## config.mk

```make
export PLATFORM = sky130hd
export DESIGN_NAME = program_loader_flat
export DESIGN_NICKNAME = d
export VERILOG_FILES = /design/src/rtl/loader_pkg.sv /design/src/rtl/program_loader_if.sv /design/src/rtl/loader_word_packer.sv /design/src/rtl/program_loader.sv /design/src/flat_wrapper.sv
export SDC_FILE = /design/constraint.sdc
export NUM_CORES = 1
export LEC_CHECK = 0
export ABC_AREA = 1
export CORE_MARGIN = 2
export CORE_UTILIZATION = 50
export DETAILED_ROUTE_END_ITERATION = 12
export PLACE_DENSITY = 0.74
export SLEW_MARGIN = 20
export SYNTH_ARGS = -nofsm -noshare
export SYNTH_HDL_FRONTEND = slang
export SYNTH_HIERARCHICAL = 1
export SYNTH_SLANG_ARGS = --single-unit
```

## constraint.sdc

```tcl
create_clock -name clk -period 2 [get_ports clk]
set_input_delay 0.2 -clock clk [delete_from_list [all_inputs] [get_ports clk]]
set_output_delay 0.2 -clock clk [all_outputs]
set_load 0.01 [all_outputs]
```

## src/rtl/loader_pkg.sv

```systemverilog
// Shared types and constants for the boot-time program loader.
package loader_pkg;

   typedef enum logic [2:0] {
      IDLE, LEN_HI, LEN_LO, DATA, WRITE, CHECK, DONE, ERR
   } loader_state_t;

   localparam int BYTES_PER_WORD = 4;
   localparam int LEN_BYTES      = 2;
   localparam int LEN_W          = 8 * LEN_BYTES;

   // States in which the loader is willing to take a stream byte.
   function automatic logic rx_state(loader_state_t s);
      return s inside {LEN_HI, LEN_LO, DATA, CHECK};
   endfunction

endpackage

```

## src/rtl/program_loader_if.sv

```systemverilog
// Byte-stream input and instruction-memory write port of the program loader.
interface program_loader_if #(
   parameter int ADDR_W = 8,
   parameter int WORD_W = 32
);
   logic              byte_valid;
   logic [7:0]        byte_data;
   logic              byte_ready;
   logic              imu_wen;
   logic [ADDR_W-1:0] imu_addr;
   logic [WORD_W-1:0] imu_data;

   modport master (
      input  byte_valid, byte_data,
      output byte_ready, imu_wen, imu_addr, imu_data
   );

   modport slave (
      output byte_valid, byte_data,
      input  byte_ready, imu_wen, imu_addr, imu_data
   );
endinterface

```

## src/rtl/loader_word_packer.sv

```systemverilog
// Packs an MSB-first byte stream into instruction words.
module loader_word_packer
   import loader_pkg::*;
(
   input  logic                        clk,
   input  logic                        clr,
   input  logic                        flush,
   input  logic                        shift_en,
   input  logic [7:0]                  byte_in,
   output logic                        word_full,
   output logic [8*BYTES_PER_WORD-1:0] word
);
   localparam int CNT_W  = $clog2(BYTES_PER_WORD);
   localparam int HOLD_W = 8 * (BYTES_PER_WORD - 1);

   logic [CNT_W-1:0]  cnt;
   logic [HOLD_W-1:0] held;

   // The last byte of a word is never stored here: the word is presented
   // with the incoming byte appended so the writer can capture it on the same edge.
   assign word_full = shift_en && (cnt == CNT_W'(BYTES_PER_WORD - 1));
   assign word      = {held, byte_in};

   always_ff @(posedge clk) begin
      if (clr || flush) begin
         cnt  <= '0;
         held <= '0;
      end else if (shift_en) begin
         cnt  <= cnt + CNT_W'(1);
         held <= {held[HOLD_W-9:0], byte_in};
      end
   end

endmodule

```

## src/rtl/program_loader.sv

```systemverilog
// Boot loader: length-prefixed byte stream -> instruction memory, core held in clear meanwhile.
// Optional trailing XOR checksum byte when LOADER_CHECKSUM_EN is defined.
module program_loader
   import loader_pkg::*;
#(
   parameter int ADDR_W = 8,
   parameter int WORD_W = 32
) (
   input  logic             clk,
   input  logic             clr,
   input  logic             start,
   program_loader_if.master bus,
   output logic             cpu_hold,
   output logic             done,
   output logic             error
);
   localparam int DEPTH = 2 ** ADDR_W;

   loader_state_t     state, nxt;
   logic [7:0]        len_hi;
   logic [LEN_W-1:0]  n_words;
   logic              len_ok;
   logic [ADDR_W:0]   words_left;
   logic              accept, start_ok, shift_en, word_full, last_word;
   logic [WORD_W-1:0] packed_word;
`ifdef LOADER_CHECKSUM_EN
   logic [7:0]        csum;
`endif

   assign accept    = bus.byte_valid && bus.byte_ready;
   assign start_ok  = start && (state inside {IDLE, DONE, ERR});
   assign shift_en  = accept && (state == DATA);
   assign n_words   = {len_hi, bus.byte_data};
   assign len_ok    = (n_words != '0) && (32'(n_words) <= 32'(DEPTH));
   assign last_word = (words_left == (ADDR_W+1)'(1));

   loader_word_packer u_packer (
      .clk       (clk),
      .clr       (clr),
      .flush     (start_ok),
      .shift_en  (shift_en),
      .byte_in   (bus.byte_data),
      .word_full (word_full),
      .word      (packed_word)
   );

   always_comb begin
      nxt = state;
      unique case (state)
         IDLE:        if (start_ok) nxt = LEN_HI;
         LEN_HI:      if (accept) nxt = LEN_LO;
         LEN_LO:      if (accept) nxt = len_ok ? DATA : ERR;
         DATA:        if (word_full) nxt = WRITE;
`ifdef LOADER_CHECKSUM_EN
         WRITE:       nxt = last_word ? CHECK : DATA;
         CHECK:       if (accept) nxt = (bus.byte_data == csum) ? DONE : ERR;
`else
         WRITE:       nxt = last_word ? DONE : DATA;
         CHECK:       nxt = ERR;  // unreachable without the checksum feature
`endif
         DONE, ERR:   if (start_ok) nxt = LEN_HI;
         default:     nxt = IDLE;
      endcase
   end

   // Outputs are registered from the next state so they line up with it.
   always_ff @(posedge clk) begin
      if (clr) begin
         state          <= IDLE;
         bus.byte_ready <= 1'b0;
         bus.imu_wen    <= 1'b0;
         bus.imu_addr   <= '0;
         bus.imu_data   <= '0;
         cpu_hold       <= 1'b0;
         done           <= 1'b0;
         error          <= 1'b0;
         len_hi         <= '0;
         words_left     <= '0;
`ifdef LOADER_CHECKSUM_EN
         csum           <= '0;
`endif
      end else begin
         state          <= nxt;
         bus.byte_ready <= rx_state(nxt);
         bus.imu_wen    <= (nxt == WRITE);
         cpu_hold       <= !(nxt inside {IDLE, DONE});
         done           <= (nxt == DONE);
         error          <= (nxt == ERR);

         if (start_ok) begin
            bus.imu_addr <= '0;
            words_left   <= '0;
`ifdef LOADER_CHECKSUM_EN
            csum         <= '0;
`endif
         end
         if (accept && state == LEN_HI) len_hi <= bus.byte_data;
         if (accept && state == LEN_LO) words_left <= n_words[ADDR_W:0];
         if (word_full) bus.imu_data <= packed_word;
`ifdef LOADER_CHECKSUM_EN
         if (shift_en) csum <= csum ^ bus.byte_data;
`endif
         // Address stops on the final word so a full-depth image never wraps.
         if (state == WRITE) begin
            words_left <= words_left - (ADDR_W+1)'(1);
            if (!last_word) bus.imu_addr <= bus.imu_addr + ADDR_W'(1);
         end
      end
   end

endmodule

```

## src/flat_wrapper.sv

```systemverilog
// flat-port wrapper written by rule: the top's interface ports become plain ports
module program_loader_flat import loader_pkg::*;
#(
   parameter int ADDR_W = 8,
   parameter int WORD_W = 32
)
  (clk, clr, start, cpu_hold, done, error, bus_byte_valid, bus_byte_data, bus_byte_ready, bus_imu_wen, bus_imu_addr, bus_imu_data);
  program_loader_if #(.ADDR_W(ADDR_W), .WORD_W(WORD_W)) bus_i ();
  input  logic clk;
  input  logic clr;
  input  logic start;
  output logic cpu_hold;
  output logic done;
  output logic error;
  input wire logic [$bits(bus_i.byte_valid)-1:0] bus_byte_valid;
  input wire logic [$bits(bus_i.byte_data)-1:0] bus_byte_data;
  output wire logic [$bits(bus_i.byte_ready)-1:0] bus_byte_ready;
  output wire logic [$bits(bus_i.imu_wen)-1:0] bus_imu_wen;
  output wire logic [$bits(bus_i.imu_addr)-1:0] bus_imu_addr;
  output wire logic [$bits(bus_i.imu_data)-1:0] bus_imu_data;
  assign bus_i.byte_valid = bus_byte_valid;
  assign bus_i.byte_data = bus_byte_data;
  assign bus_byte_ready = bus_i.byte_ready;
  assign bus_imu_wen = bus_i.imu_wen;
  assign bus_imu_addr = bus_i.imu_addr;
  assign bus_imu_data = bus_i.imu_data;
  program_loader #(.ADDR_W(ADDR_W), .WORD_W(WORD_W)) u_core (.clk(clk), .clr(clr), .start(start), .bus(bus_i), .cpu_hold(cpu_hold), .done(done), .error(error));
endmodule
```

==> impl_results.md <==
* Status: complete, no violations
* Worst-path clk slew at 0.09 ns
* Vias at 3516
* Post-Route Setup TNS at 0 ns
* Final core utilization at between 60% and 70%
* Port buffer count at 56
* HPWL reported at the end of detailed placement at 5830 µm
* Slowest CP cell: dfxtp_1
* Syn Area/Cell at 7.08 µm²
* Synth cell types at 35
* Routed len/inst at 11.8 µm
* RSZ-0062 raised after global routing: no
* Clock Skews at 0.0108 ns
* Ratio of cells with drive above 1 in the final layout at 8.77%
* Pwr/cell area at 750 nW/µm²
* Starting DRC count in detailed routing at 191
* Post-DP Area at 4570 µm²
* Crit share post-route at 85.8%
* CP required at 2.23 ns
* Logic gate share of total power at under 10%
* Pin count of the biggest net entering global routing at 53
* Share of the yosys chip area belonging to registers at 46.3%
* Worst Setup Path Type: flip-flop to flip-flop
* FMAX at 0.583 GHz
* Layout Nets at 627
* Worst slew pin tran at 0.578 ns
* R2R Setup Slk at roughly 0.28 ns
* Gr ovfl total at 0
* Post-CTS sizing at 0
* Worst Reg-to-Reg Cells at 13
* Starting Density at approximately 50%
* Pint at 0.00269 W
* CTS tree: yes
* Post-Syn Area at 3930 µm²
* Min cycle time layout at ~1.7 ns
* Core ar. at 7690 µm²
* Via/cell ratio at 4.90
* Die Area at 8590 µm²
* Die X-Extent at 92.7 µm
* N_diodes at 0
* Setup crit end kind: flip-flop
* Crit Reg-Reg Startpoint: u_core/state[1]
* Setup violators final at 0
* Hold Buf Count CTS at 0
* Pwr Total at approximately 0.0036 W
* Sw Pwr at 0.000906 W
* Clk buf depth at 2
* Vias in the first global route at 3377
* TritonRoute pass-1 iters at 4
* CP max FO at 5
* Cts bufs inserted at 9
* Top post-synthesis cells by area: dfxtp_1 46%, nor2_1 15%, nand2_1 10%
* Leakage Power at 2.01 nW
* Placer Congestion at 0.849
* Worst rel slew slack at 61.4%
* Cell Rows at 32
* Aggregate routed wire length at 8500 µm
* Global-route wire length before repair at between 10000 and 15000 µm
* Sum of buffers and inverters on the critical path at 2
* Worst reg2reg path endpoint: u_core/cpu_hold
* Area delta synth->final at 21.9%
* Remaining routing DRC violations at 0
* Worst Hold Path Cells at 2
* Post-route ant nets at 0
* Clock Power Share at ~39%
* Max incr delay on CP at 0.42 ns
* Final hold viol count at 0
* Syn Inst Count at 556
* Clk Latency, worst-skew pair at ~0.35 ns
* Met1 Use GR at between 20% and 30%
* Crit-path leading delay family: simple AND/OR/NAND/NOR gates
* Hold_ws at 0.466 ns
* CTS Root Cell: clkbuf_8
* MaxCap Viol Count at 0
* Design Area, Final at 4790 µm²
* Largest area contributor in the netlist: dfxtp_1
* Worst hold start: u_core/len_hi[5]
* Post-CTS setup buffer count at 0
* Synthesis warning total at 6
* Reg power frac at 51.8%
* Gr busiest metal: met2
* Antenna violations before repair at 0
* Die Y at between 90 and 100 µm
* Worst Hold Class: flip-flop to flip-flop
* Maximum VDD drop at 0.464 mV
* Htree depth at 3
* FF+latch count, synth at 91
* Clock sinks at 91
* Syn Nets at 572
* Tot GR Track Use at 21.0%
* Worst-path cell chain: nand2_1, nor3_2, nand2_1, inv_1, inv_1, nand2_1, nand2_1, nor2_1, nand3_1, nand2_1, nand2_1, nand2_1, a21oi_1
* Worst path most repeated cell: nand2_1
* Yosys top cell area share at 46.3%
* Startpoint Class: flip-flop
* Worst path arrival time at 1.95 ns
* I/O Pins at 57
* Grt met3 use at 2.77%
* Final Max Tran Viols at 0
* Hold Path End: u_core/len_hi[5]
* GR Layer Usage met2 at 35.6%
* Net Sw Frac at 25.2%
==> power groups by stage <==
stage               clock network [W]  logic (W)  registers (W)
floorplan                           0   0.000243        0.00191
global route                  0.00148   0.000394        0.00187
global placement                    0   0.000344        0.00190
detailed placement                  0   0.000349        0.00190
CTS                           0.00140   0.000352        0.00186
finish                        0.00138   0.000349        0.00186
==> worst max path at each step <==
stage / cells after the start / start / slack (ns) / to
finish: 13 / u_core/state[1] / 0.28 / u_core/cpu_hold
global route: 13 / u_core/state[1] / 0.08 / u_core/cpu_hold
CTS: 13 / u_core/state[0] / 0.28 / u_core/cpu_hold
detailed placement: 14 / bus_byte_valid / 0.12 / u_core/cpu_hold
global placement: 14 / bus_byte_valid / 0.15 / u_core/cpu_hold
floorplan: 15 / u_core/bus.byte_ready / 0.09 / u_core/cpu_hold
==> per-layer routing <==
layer  vias up  part of all wire [%]
met3         8                   3.4
met4         0                  0.98
li1       1833                     -
met2        55                    48
met5         -                     0
met1      1620                    48
==> flip-flops by register name, indices dropped and copies added (netlist names) <==
| name | cells |
|---|---|
| u_core/bus.byte_ready | 1 |
| u_core/bus.imu_addr | 8 |
| u_core/bus.imu_data | 32 |
| u_core/bus.imu_wen | 1 |
| u_core/cpu_hold | 1 |
| u_core/done | 1 |
| u_core/error | 1 |
| u_core/len_hi | 8 |
| u_core/state | 3 |
| u_core/u_packer/cnt | 2 |
| u_core/u_packer/held | 24 |
| u_core/words_left | 9 |
==> cell usage in the layout (no fill, tap or decap), types with 2 or more instances in the layout <==
master and count:
a21oi_1 15, a31oi_1 6, buf_4 17, bufinv_16 2
clkbuf_8 9, clkdlybuf4s50_1 56, clkinv_4 2, dfxtp_1 91
ha_1 4, inv_1 48, inv_2 2, inv_6 2
nand2_1 109, nand2_2 3, nand3_1 13, nand4_1 2
nor2_1 153, nor2_2 5, nor3_1 3, nor3_2 2
nor3_4 2, o21ai_0 52, o21ai_1 2, o21bai_1 2
or2_2 2
==> through the flow <==
stage / std cells / setup slack [ns]
2_1_floorplan: 556 / 0.0877
3_3_place_gp: 702 / 0.146
3_5_place_dp: 702 / 0.116
4_1_cts: 718 / 0.283
5_1_grt: 718 / 0.0774
6_report: 718 / 0.283
==> area by class of cell <==
type / instances / area [µm²]
inverters: 52 / 200
flip-flops and latches: 91 / 1820
repair buffers: 73 / 688
well taps: 102 / 128
clock inverters: 7 / 98.8
clock buffers: 9 / 124
fillers: 702 / 2890
multi-input cells: 384 / 1730
==> cells in the mapped netlist <==
cell type and number:
nor2_1 153, nand2_1 109, dfxtp_1 91, o21ai_0 52, inv_1 48, a21oi_1 15
nand3_1 13, buf_4 11, clkbuf_1 10, a31oi_1 6, nor2_2 5, buf_6 4
ha_1 4, nor3_1 4, buf_2 3, nand2_2 3, inv_2 2, nand4_1 2
nor3_4 2, o21ai_1 2, o21bai_1 2, or2_2 2, a211oi_1 1, a21oi_4 1
buf_1 1, clkinv_1 1, clkinv_4 1, nor2_4 1, nor3_2 1, nor3b_1 1
nor3b_2 1, o21ai_4 1, o31ai_1 1, or2_0 1, xor2_1 1
==> worst min-delay path, stage by stage, from the launching register on <==
cell and delay, ns:
dfxtp_1 0.31, inv_1 0.06, a21oi_1 0.06
==> cells by family (layout without fill, tap and decap cells) <==
logic type	Yosys count	after routing	synth area share (%)
AO/OA/AOI/OAI	81	81	11.3
XOR/XNOR	1	1	0.223
adder cells (fa/ha/maj)	4	4	1.27
buffers and inverters	81	141	9.76
flip-flops	91	91	46.3
AND/OR/NAND/NOR	298	298	31.1
No activity file was read; power rests on OpenSTA's default activity.
